<file path="src/rtl/uart_pkg.sv">
// Shared types and defaults for the UART transmit feeder and its FIFO.
package uart_pkg;

  localparam int DBITS_DEFAULT     = 8;
  localparam int ADDR_BITS_DEFAULT = 4;

  typedef enum logic [1:0] {
    IDLE  = 2'd0,
    LOAD  = 2'd1,
    START = 2'd2,
    WAIT  = 2'd3
  } state_t;

endpackage

</file>
<file path="src/rtl/uart_fifo.sv">
// Circular byte FIFO with registered occupancy flags and a registered read port.
module uart_fifo
  import uart_pkg::*;
#(
  parameter int DBITS     = DBITS_DEFAULT,
  parameter int ADDR_BITS = ADDR_BITS_DEFAULT
) (
  input  logic                 clk,
  input  logic                 reset,
  input  logic                 wr_en,
  input  logic [DBITS-1:0]     wr_data,
  input  logic                 rd_load,
  input  logic                 pop,
  output logic [DBITS-1:0]     rd_data,
  output logic                 full,
  output logic                 empty,
  output logic [ADDR_BITS:0]   count
);

  localparam int                 DEPTH    = 2 ** ADDR_BITS;
  localparam logic [ADDR_BITS-1:0] PTR_ONE  = ADDR_BITS'(1);
  localparam logic [ADDR_BITS:0]   CNT_ONE  = (ADDR_BITS + 1)'(1);
  localparam logic [ADDR_BITS:0]   CNT_FULL = (ADDR_BITS + 1)'(DEPTH);

  logic [DBITS-1:0]     mem [DEPTH];
  logic [ADDR_BITS-1:0] wr_ptr;
  logic [ADDR_BITS-1:0] rd_ptr;
  logic [ADDR_BITS:0]   count_next;
  logic                 push;
  logic                 take;

  // Writes are gated by the registered full flag, so a write in a pop cycle
  // while full is still dropped.
  assign push = wr_en && !full;
  assign take = pop && !empty;

  always_comb begin
    count_next = count;
    case ({push, take})
      2'b10:   count_next = count + CNT_ONE;
      2'b01:   count_next = count - CNT_ONE;
      default: count_next = count;
    endcase
  end

  always_ff @(posedge clk) begin
    if (push) begin
      mem[wr_ptr] <= wr_data;
    end
  end

  always_ff @(posedge clk or posedge reset) begin
    if (reset) begin
      wr_ptr <= '0;
      rd_ptr <= '0;
      count  <= '0;
      full   <= 1'b0;
      empty  <= 1'b1;
    end else begin
      if (push) begin
        wr_ptr <= wr_ptr + PTR_ONE;
      end
      if (take) begin
        rd_ptr <= rd_ptr + PTR_ONE;
      end
      count <= count_next;
      full  <= (count_next == CNT_FULL);
      empty <= (count_next == '0);
    end
  end

  always_ff @(posedge clk or posedge reset) begin
    if (reset) begin
      rd_data <= '0;
    end else if (rd_load) begin
      rd_data <= mem[rd_ptr];
    end
  end

endmodule

</file>
<file path="src/rtl/uart_tx_feeder.sv">
// Buffers system-side bytes and hands them one at a time to uart_transmitter,
// waiting for tx_done before releasing each FIFO entry.
module uart_tx_feeder
  import uart_pkg::*;
#(
  parameter int DBITS     = DBITS_DEFAULT,
  parameter int ADDR_BITS = ADDR_BITS_DEFAULT
) (
  input  logic                 clk_100MHz,
  input  logic                 reset,
  input  logic                 wr_en,
  input  logic [DBITS-1:0]     wr_data,
  output logic                 full,
  output logic                 empty,
  output logic [ADDR_BITS:0]   count,
  output logic                 overflow,
  output logic                 tx_start,
  output logic [DBITS-1:0]     tx_data,
  input  logic                 tx_done,
  output logic                 busy
);

  state_t state;
  state_t state_next;
  logic   load;
  logic   pop;

  // The head entry is only popped once the transmitter reports completion,
  // so it stays counted for the whole frame.
  uart_fifo #(
    .DBITS     (DBITS),
    .ADDR_BITS (ADDR_BITS)
  ) u_fifo (
    .clk     (clk_100MHz),
    .reset   (reset),
    .wr_en   (wr_en),
    .wr_data (wr_data),
    .rd_load (load),
    .pop     (pop),
    .rd_data (tx_data),
    .full    (full),
    .empty   (empty),
    .count   (count)
  );

  always_ff @(posedge clk_100MHz or posedge reset) begin
    if (reset) begin
      state <= IDLE;
    end else begin
      state <= state_next;
    end
  end

  always_comb begin
    state_next = state;
    load       = 1'b0;
    tx_start   = 1'b0;
    pop        = 1'b0;
    case (state)
      IDLE: begin
        if (!empty) begin
          state_next = LOAD;
        end
      end
      LOAD: begin
        load       = 1'b1;
        state_next = START;
      end
      START: begin
        tx_start   = 1'b1;
        state_next = WAIT;
      end
      WAIT: begin
        if (tx_done) begin
          pop        = 1'b1;
          state_next = IDLE;
        end
      end
      default: state_next = IDLE;
    endcase
  end

  always_ff @(posedge clk_100MHz or posedge reset) begin
    if (reset) begin
      overflow <= 1'b0;
    end else if (wr_en && full) begin
      overflow <= 1'b1;
    end
  end

  assign busy = (state != IDLE);

endmodule

</file>
<file path="config.mk">
export PLATFORM = sky130hd
export DESIGN_NAME = uart_tx_feeder
export DESIGN_NICKNAME = d
export VERILOG_FILES = /design/src/rtl/uart_pkg.sv /design/src/rtl/uart_fifo.sv /design/src/rtl/uart_tx_feeder.sv
export SDC_FILE = /design/constraint.sdc
export NUM_CORES = 1
export LEC_CHECK = 0
export ABC_AREA = 1
export BUFFER_PORTS_ARGS = -buffer_cell sky130_fd_sc_hd__buf_2
export CAP_MARGIN = 30
export CORE_MARGIN = 2
export CORE_UTILIZATION = 54
export CTS_BUF_LIST = sky130_fd_sc_hd__clkbuf_8
export CTS_CLUSTER_DIAMETER = 200
export DETAILED_ROUTE_END_ITERATION = 16
export PLACE_DENSITY = 0.71
export SYNTH_ARGS = -nofsm -noshare
export SYNTH_HDL_FRONTEND = slang
export SYNTH_SLANG_ARGS = --single-unit
</file>
<file path="constraint.sdc">
create_clock -name clk_100MHz -period 3 [get_ports clk_100MHz]
set_clock_uncertainty 0.15 [all_clocks]
set_input_delay 0.3 -clock clk_100MHz [delete_from_list [all_inputs] [get_ports clk_100MHz]]
set_output_delay 0.3 -clock clk_100MHz [all_outputs]
set_load 0.05 [all_outputs]
</file>
# Word level (Yosys, flattened, before mapping)
# Memories as Yosys holds them, arrays and structs flattened. A register that Yosys moved wholly into a read port is not among the register bits.
# Index checks and enable logic that the tools add are counted.
word_totals:
  register_bits: 18
  ramBits: 128
  in_bits: 12
  output_inout_bits: 18
  word_cells: 39
  memories: 1
classes:
  add_sub_neg: 4
  eq_ne: 8
  n_mux: 10
  reduce_logical: 9
memory_table:
  columns: ["name", "words", "width", "read_ports", "rd_ports_with_merged_regs", "wr", "line_no", "rtl"]
  rows:
  - ["u_fifo.mem", 16, 8, 1, 1, 1, "uart_fifo.sv:25", "logic [DBITS-1:0] mem [DEPTH];"]
op_table:
  columns: ["cell", "n"]
  rows:
  - ["5-bit one-hot mux with 2 select lines", 1]
  - ["4-bit by 1-bit adder with 4-bit output, second input constant", 2]
  - ["2-bit one-hot mux with 4 select lines", 1]
  - ["2-bit equality test, second input constant", 3]
  - ["1-bit two-way mux", 6]
  - ["5-bit by 1-bit adder with 5-bit output, second input constant", 1]
  - ["5-bit equality test, second input constant", 1]
  - ["5-bit logical NOT", 1]
  - ["5-bit by 1-bit subtractor with 5-bit output, second input constant", 1]
  - ["2-bit by 1-bit equality test with 1-bit output, second input constant", 2]
  - ["2-bit two-way mux", 2]
  - ["2-bit inequality test, second input constant", 2]
  - ["1-bit logical AND", 3]
  - ["1-bit logical NOT", 2]
  - ["2-bit logical NOT", 1]
  - ["2-bit AND reduction", 1]
  - ["2-bit nonzero test", 1]

# Longest topological paths before layout
# Gate-level depths: netlist of the first run.
depth:
  word_depth: 6
  mapped_depth: 16

# Cells and area by module
# A second synthesis of the first run with hierarchy kept.
unflattened:
  cells_unflattened: 589
  area_unflattened_um2: 6517.5
by_module_without_submodules:
  columns: ["module", "instances", "cells_per_inst", "area_per_inst_um2"]
  rows:
  - ["uart_fifo", 1, 561, 6291.0]
  - ["uart_tx_feeder", 1, 28, 226.5]

# Worst setup path before layout of the first run
# No wires, ideal clock.
synth_timing:
  path_kind: "reg2reg"
  from: "reg u_fifo.full"
  to: "reg u_fifo.empty"
  setup_time_ps: 67
  arrival_ps: 1985
  required_ps: 2783
  setup_slack_ps: 798
  stages_incl_launch_ff: 13
  path_buffers: 0
  period_less_slack_ps: 2202
  cell_sequence: "dfrtp_1 inv_1 nand2_2 nand2_4 nand2_1 nand2_2 ha_1 nand2_1 o21ai_0 or2_4 nor2_2 nand3_2 nor2_1"
synth_via:
  elab_chain_cells: 5
synth_rtl:
  columns: ["item", "line_no", "rtl"]
  rows:
  - ["from (decl)", "uart_fifo.sv:15", "output logic full,"]
  - ["from (signal assigned)", "uart_fifo.sv:67", "full <= (count_next == CNT_FULL);"]
  - ["1-bit logical NOT *", "uart_fifo.sv:34", "assign push = wr_en && !full;"]
  - ["1-bit logical AND *", "uart_fifo.sv:34", null]
  - ["2-bit by 1-bit equality test with 1-bit output / 2-bit equality test (equally long branches)", "uart_fifo.sv:39", "case ({push, take})"]
  - ["5-bit one-hot mux with 2 select lines *", "uart_fifo.sv:39", null]
  - ["net u_fifo.count_next[1]", "uart_fifo.sv:28", "logic [ADDR_BITS:0] count_next;"]
  - ["5-bit logical NOT *", "uart_fifo.sv:68", "empty <= (count_next == '0);"]
  - ["to (signal assigned)", "uart_fifo.sv:68", null]
  - ["to (decl)", "uart_fifo.sv:16", "output logic empty,"]
# Mark *: on every way through the listed nets, which the timed path passes. The rest lies on a longest branch.
# A chain may end at the register's enable or synchronous reset.

# Final worst setup path of the first run
layout_timing:
  from: "reg state[0]"
  to: "reg u_fifo.full"
layout_via:
  elab_chain_cells: 6
layout_rtl:
  columns: ["item", "line_no", "rtl"]
  rows:
  - ["from (decl)", "uart_tx_feeder.sv:23", "state_t state;"]
  - ["from (signal assigned)", "uart_tx_feeder.sv:50", "state <= state_next;"]
  - ["2-bit equality test *", "uart_tx_feeder.sv:59", "case (state)"]
  - ["1-bit two-way mux *", "uart_tx_feeder.sv:59", null]
  - ["1-bit logical AND *", "uart_fifo.sv:35", "assign take = pop && !empty;"]
  - ["2-bit by 1-bit equality test with 1-bit output / 2-bit equality test (equally long branches)", "uart_fifo.sv:39", null]
  - ["5-bit one-hot mux with 2 select lines *", "uart_fifo.sv:39", null]
  - ["net u_fifo.count_next[1]", "uart_fifo.sv:28", null]
  - ["5-bit equality test *", "uart_fifo.sv:67", null]
# Marks and branches as above.

==> results.txt, run 1 <==
Outcome = finished clean
First-pass GRT wire length = 21800 um
Worst Setup End Kind = flop
GRT Util Overall = 22.6%
Biggest area consumer among synthesized cells = edfxtp_1
Syn nets = 548
Starting Density = 55.7%
Via count = 4184
Tmin final = 2.26 ns
Ratio of cells with drive above 1 in the final layout = 15.7%
Synth warn = 0
Antenna-violating nets left = 0
Top post-synthesis cells by area = edfxtp_1 60%, dfrtp_1 9.7%, o21ai_0 5.2%, nor2_1 4.8%, nand2_1 4.0%
RR Endpoint = u_fifo.full
DR WL/cell = 18.9 um
Worst r2r path cells = 13
Final Max Slew Viols = 0
Row cnt = 39
Worst reg2reg path startpoint = state[0]
CP Max Fanout = 10
Sequential area share after synthesis = 70.1%
Synthesized area per cell = 12.3 um^2
Synth cell types = 33
Worst-margin pin slew = 0.870 ns
RSZ-0062 raised after global routing = no
Max VDD drop = 691 uV
Growth of design area from synthesis to finish = 11.5%
Largest net degree at the start of global routing = 69
Global placement routability congestion = 0.818
Residual DRC count = 0
Total Nets Final = 590
DRT iter0 DRCs = 489
Synth top area share = 59.9%
H-tree levels = 4
Clock Sinks = 154
Internal reg-to-reg setup slack = 0.74 ns
Top-level I/O count = 30
Vias in the first global route = 4293
Die X = 113 um
Vias per cell = 5.80
Worst hold endpoint = u_fifo.mem[10][3]
Tcrit/Tclk final = 75.3%
Antenna Cells = 0
PD cells = 982 mW/mm^2
#FFs+latches synth = 154
Clk Latency, worst-skew pair = 0.44 ns
Slew headroom = 41.8%
P_leak = 2.68 nW
Hold depth = 1
Detailed Routing Iterations Pass 1 = 5
Max-cap viol count = 0
HP Start = wr_data[3]
CTS tree = built
CTS-repair resized insts = 0
DP HPWL = 8570 um
Final core occ = 62.1%
Startpoint Class = flop
Mapped Area = 0.00642 mm^2
Num CTS Buffers = 17
Die Y = 113 um
Fmax = 443 MHz
Core outline area = 0.0115 mm^2
Synth Instances = 523
Port buffer count = 29
CTS root buf = clkbuf_8
Worst EP required = 3.22 ns
Worst EP arrival = 2.48 ns
Setup repair bufs after CTS = 0
DIE AREA = 0.0128 mm^2
Max clock buf depth = 2
Final Setup Violations = 0
Reg clk slew, reported paths = 0.08 ns
Crit Path Class = flop to flop
Drt total wl = 13600 um
Layout fillers = 862
Initial antenna violation count = 0
Hold WC Path Type = input port to flop
Fin. Hold Viols = 0
Post-route setup TNS = 0 ns
Grt ovf = 0
registers in the layout, indices dropped and copies added, names as in the netlist:
name	count
u_fifo.count	5
u_fifo.rd_data	8
overflow	1
u_fifo.rd_ptr	4
state	2
u_fifo.empty	1
u_fifo.wr_ptr	4
u_fifo.mem	128
u_fifo.full	1
per-layer routing:
metal	GRT usage (%)	up-vias	wire [um]
li1	-	1954	-
met3	5.73	20	772
met5	0	-	0
met2	37.2	164	6850
met1	29.1	2046	5760
met4	8.94	0	212
repair_timing:
| item | CTS | global route |
|---|---|---|
| hold endpoints to repair | 12 | 0 |
| setup endpoints to repair | 0 | 0 |
| hold buffers | 2 | 0 |
synth_stat cells (all sizes together):
cell,count
inv,26
o221ai,20
nand3,22
xor2,7
buf,12
nand3b,1
clkinv,1
ha,13
clkbuf,11
dfstp,1
or2,1
o21bai,1
mux2i,2
o2111ai,2
edfxtp,128
nand2,74
nor2,84
a21oi,5
nor3,1
o22ai,9
a21o,1
xnor2,1
nand4,3
dfrtp,25
o21ai,72
cells in the final DEF (no fill, tap or decap), types with 7 or more instances in the layout:
cell type and n:
buf_2 29, buf_4 13, clkbuf_8 18, dfrtp_1 24, edfxtp_1 128, ha_1 13
inv_1 27, nand2_1 68, nand3_1 17, nor2_1 82, o21ai_0 67, o221ai_1 20
o22ai_1 9, xor2_1 7
metrics by stage:
step	setup slack [ns]	hold WS (ns)	cell area (um^2)	power, mW	std cells
after floorplan	0.798	0.189	6420	4.89	523
after global placement	0.828	0.286	6750	5.57	686
after detailed placement	0.742	0.232	6780	5.66	687
after CTS	0.732	0.0664	7150	7.05	721
after global routing	0.599	0.0721	7150	7.46	721
final	0.741	0.0956	7150	7.03	721
where the power goes:
part           switching [mW]  internal, mW  total (mW)
registers               0.174          2.67        2.85
clock network           0.730         0.662        1.39
logic                    2.00         0.792        2.79
total                    2.90          4.13        7.03
final cells by class:
class                      count  area (um^2)  area share [%]
multi-input combinational    319         1710            23.9
clock inverter                14          110            1.54
timing repair buffer          46          310            4.34
tap                          143          179            2.50
inverter                      27          101            1.42
clock buffer                  18          248            3.46
sequential                   154         4500            62.9
worst max-delay path: stages, from the launching register on:
cell	delay (ns)
dfrtp_1	0.39
ha_1	0.19
nand2_2	0.09
nor2_8	0.19
nand2_4	0.09
nand2_1	0.08
nand2_2	0.06
ha_1	0.26
nand2_1	0.06
o21ai_0	0.10
or2_4	0.24
nor2_2	0.11
nand3_2	0.09
nor2_1	0.11
cells by family after synthesis:
logic type	count (synthesis)	share of synthesized area, %
flip-flops	154	70.1
adder cells (fa/ha/maj)	13	2.53
buffers and inverters	50	3.31
XOR/XNOR	8	1.09
AO/OA/AOI/OAI	110	10.1
multiplexers	2	0.312
AND/OR/NAND/NOR	186	12.6
worst max-delay path by stage:
stage                           start      endpoint  slack (ns)  cells after the start
after floorplan           u_fifo.full  u_fifo.empty        0.80                     12
after global placement       state[0]   u_fifo.full        0.83                     13
after detailed placement     state[0]   u_fifo.full        0.74                     13
after CTS                    state[0]   u_fifo.full        0.73                     13
after global routing         state[0]  u_fifo.empty        0.60                     13
final                        state[0]   u_fifo.full        0.74                     13
No activity file was read; power rests on OpenSTA's default activity.
==> run 2, diff against run 1 <==
==> constraint.sdc (replaced) <==
create_clock -name clk_100MHz -period 2.2 [get_ports clk_100MHz]
set_clock_uncertainty 0.15 [all_clocks]
set_input_delay 0.22 -clock clk_100MHz [delete_from_list [all_inputs] [get_ports clk_100MHz]]
set_output_delay 0.22 -clock clk_100MHz [all_outputs]
set_load 0.05 [all_outputs]
==> results.txt, run 2 (same netlist as run 1, synthesis figures left out) <==
Outcome = finished clean (unchanged)
GRT Util Overall = 23.0% (was 22.6%)
Met1 Usage GRT = 30.4% (was 29.1%)
Via count = 4310 (was 4184)
H-tree levels = 4 (unchanged)
Port buffer count = 29 (unchanged)
Num CTS Buffers = 17 (unchanged)
Top Registers = u_fifo.mem: 128 flops, u_fifo.rd_data: 8 flops, u_fifo.count: 5 flops (unchanged)
Tcrit/Tclk final = 96.0% (was 75.3%)
Clock Sinks = 154 (unchanged)
CTS root buf = clkbuf_8 (unchanged)
DP HPWL = 8840 um (was 8570 um)
P_leak = 2.83 nW (was 2.68 nW)
Clk Latency, worst-skew pair = 0.44 ns (about the same)
Max clock buf depth = 2 (unchanged)
Tmin final = 2.11 ns (was 2.26 ns)
Startpoint Class = flop (unchanged)
DR WL/cell = 19.0 um (was 18.9 um)
Max-cap viol count = 0 (unchanged)
Fin. Hold Viols = 0 (unchanged)
Vias in the first global route = 4289 (was 4293)
Top-level I/O count = 30 (unchanged)
CTS tree = built (unchanged)
Residual DRC count = 0 (unchanged)
Met3 Usage GRT = 4.82% (was 5.73%)
Fmax = 474 MHz (was 443 MHz)
CP Max Fanout = 5 (was 10)
Worst Setup End Kind = flop (unchanged)
Final instance area = 0.00743 mm^2 (was 0.00715 mm^2)
Die Y = 113 um (unchanged)
WHS = 0.0176 ns (was 0.0956 ns)
Antenna-violating nets left = 0 (unchanged)
Reg clk slew, reported paths = 0.09 ns (was 0.08 ns)
Final Max Slew Viols = 0 (unchanged)
PD cells = 1370 mW/mm^2 (was 982 mW/mm^2)
Worst EP required = 2.43 ns (was 3.22 ns)
Global placement routability congestion = 0.850 (was 0.818)
Grt ovf = 0 (unchanged)
Slew headroom = 65.5% (was 41.8%)
Internal reg-to-reg setup slack = 0.09 ns (was 0.74 ns)
DIE AREA = 0.0128 mm^2 (unchanged)
Row cnt = 39 (unchanged)
Largest net degree at the start of global routing = 56 (was 69)
Most used routing layer = met2 (unchanged)
Final Setup Violations = 0 (unchanged)
Max VDD drop = 933 uV (was 691 uV)
Hold WC Path Type = input port to flop (unchanged)
Growth of design area from synthesis to finish = 15.7% (was 11.5%)
Commonest non-fill, non-tap cells in the layout = 128 x edfxtp_1, 82 x nor2_1, 66 x o21ai_0, 66 x nand2_1, 34 x buf_4 (was 128 x edfxtp_1, 82 x nor2_1, 68 x nand2_1)
DRT iter0 DRCs = 493 (was 489)
CP max stage cell = dfrtp_1 (unchanged)
Worst EP arrival = 2.34 ns (was 2.48 ns)
Most common cell after layout, fill and taps aside = edfxtp_1 (unchanged)
Most flop-heavy register = u_fifo.mem (unchanged)
CP Cell Sequence = ha_2 -> nand2_4 -> nor2_8 -> nand3_1 -> nand2_4 -> ha_4 -> nand2_1 -> o21ai_2 -> or2_4 -> nor2_4 -> nand3_2 -> nor2_1 (was ha_1 -> nand2_2 -> nor2_8 -> nand2_4 -> nand2_1 -> nand2_2 -> ha_1 -> nand2_1 -> o21ai_0 -> or2_4 -> nor2_2 -> nand3_2 -> nor2_1)
Antenna Cells = 0 (unchanged)
CP dominant cell by count = nand2_4
Total Nets Final = 614 (was 590)
Vias per cell = 5.79 (was 5.80)
First-pass GRT wire length = 22300 um (was 21800 um)
Initial antenna violation count = 0 (unchanged)
Detailed Routing Iterations Pass 1 = 5 (unchanged)
Slowest Stage Delay on Critical Path = 0.37 ns (was 0.39 ns)
GR Util met2 = 38.3% (was 37.2%)
Placed cell area = 0.00688 mm^2 (was 0.00678 mm^2)
Drt total wl = 14100 um (was 13600 um)
Core outline area = 0.0115 mm^2 (unchanged)
Starting Density = 55.7% (unchanged)
Ratio of cells with drive above 1 in the final layout = 20.1% (was 15.7%)
Worst-margin pin slew = 0.517 ns (was 0.870 ns)
Max reg flops = 128 (unchanged)
Die X = 113 um (unchanged)
Crit Path Class = flop to flop (unchanged)
[run 2: changes by cell type in the layout (fill, tap and decap cells not counted), sizes merged]
cell / before / now
clkinv: 5 / 6
clkinvlp: 6 / 3
dlygate4sd3: 2 / 5
inv: 29 / 30
buf: 44 / 65
bufinv: 1 / 2
[run 2: final cells by class]
type / instances / area (um^2)
Multi-Input combinational cell: 319 / 1750
Sequential cell: 154 / 4500
Fill cell: 848 / 4090
Clock inverter: 14 / 161
Inverter: 27 / 101
Tap cell: 143 / 179
Timing Repair Buffer: 70 / 490
Clock buffer: 18 / 248
[run 2: final timing paths]
kind / start / to / depth (start not counted)
max: state[1] / u_fifo.full / 12
max in group asynchronous: reset / u_fifo.empty / 4
min reg2reg: overflow / overflow / 1
min in group asynchronous: reset / u_fifo.rd_data[7] / 3
max reg2reg: state[1] / u_fifo.full / 12
min: wr_data[2] / u_fifo.mem[12][2] / 1
[run 2: report_power, final]
part / internal (mW) / switching [mW] / total, mW
combinational: 1.28 / 2.84 / 4.12
sequential: 3.64 / 0.233 / 3.87
clock: 1.06 / 1.09 / 2.15
total: 5.98 / 4.16 / 10.1
[run 2: metal layers]
metal / vias to the layer above / wire, um
li1: 2007 / -
met1: 2111 / 6120
met2: 168 / 7000
met3: 24 / 818
met4: 0 / 212
met5: - / 0
[run 2: through the flow]
step                worst slack, ns  setup TNS [ns]  power (mW)  util, %  instances
floorplan                    0.0705               0        6.67        -        523
global placement             0.0571               0        7.71     59.8        702
detailed placement          -0.0119         -0.0204        7.86     59.8        702
CTS                          0.0164               0        10.0     63.9        741
global route                -0.0247         -0.0357        10.7     64.5        745
finish                       0.0885               0        10.1     64.5        745
[run 2: repair_timing]
item	in CTS	in global routing
pin swaps	0	7
gates resized for setup	0	9
endpoints found under the hold margin	40	0
endpoints found under the setup margin	2	2
hold buffers	5	0
buffers inserted	2	4
[run 2: worst max-delay path: cells and delay by family, from the launching register on]
family / cells / cell delay, ns
AND/OR/NAND/NOR: 9 / 1.06
adder cells (fa/ha/maj): 2 / 0.40
flip-flops: 1 / 0.37
AO/OA/AOI/OAI: 1 / 0.06
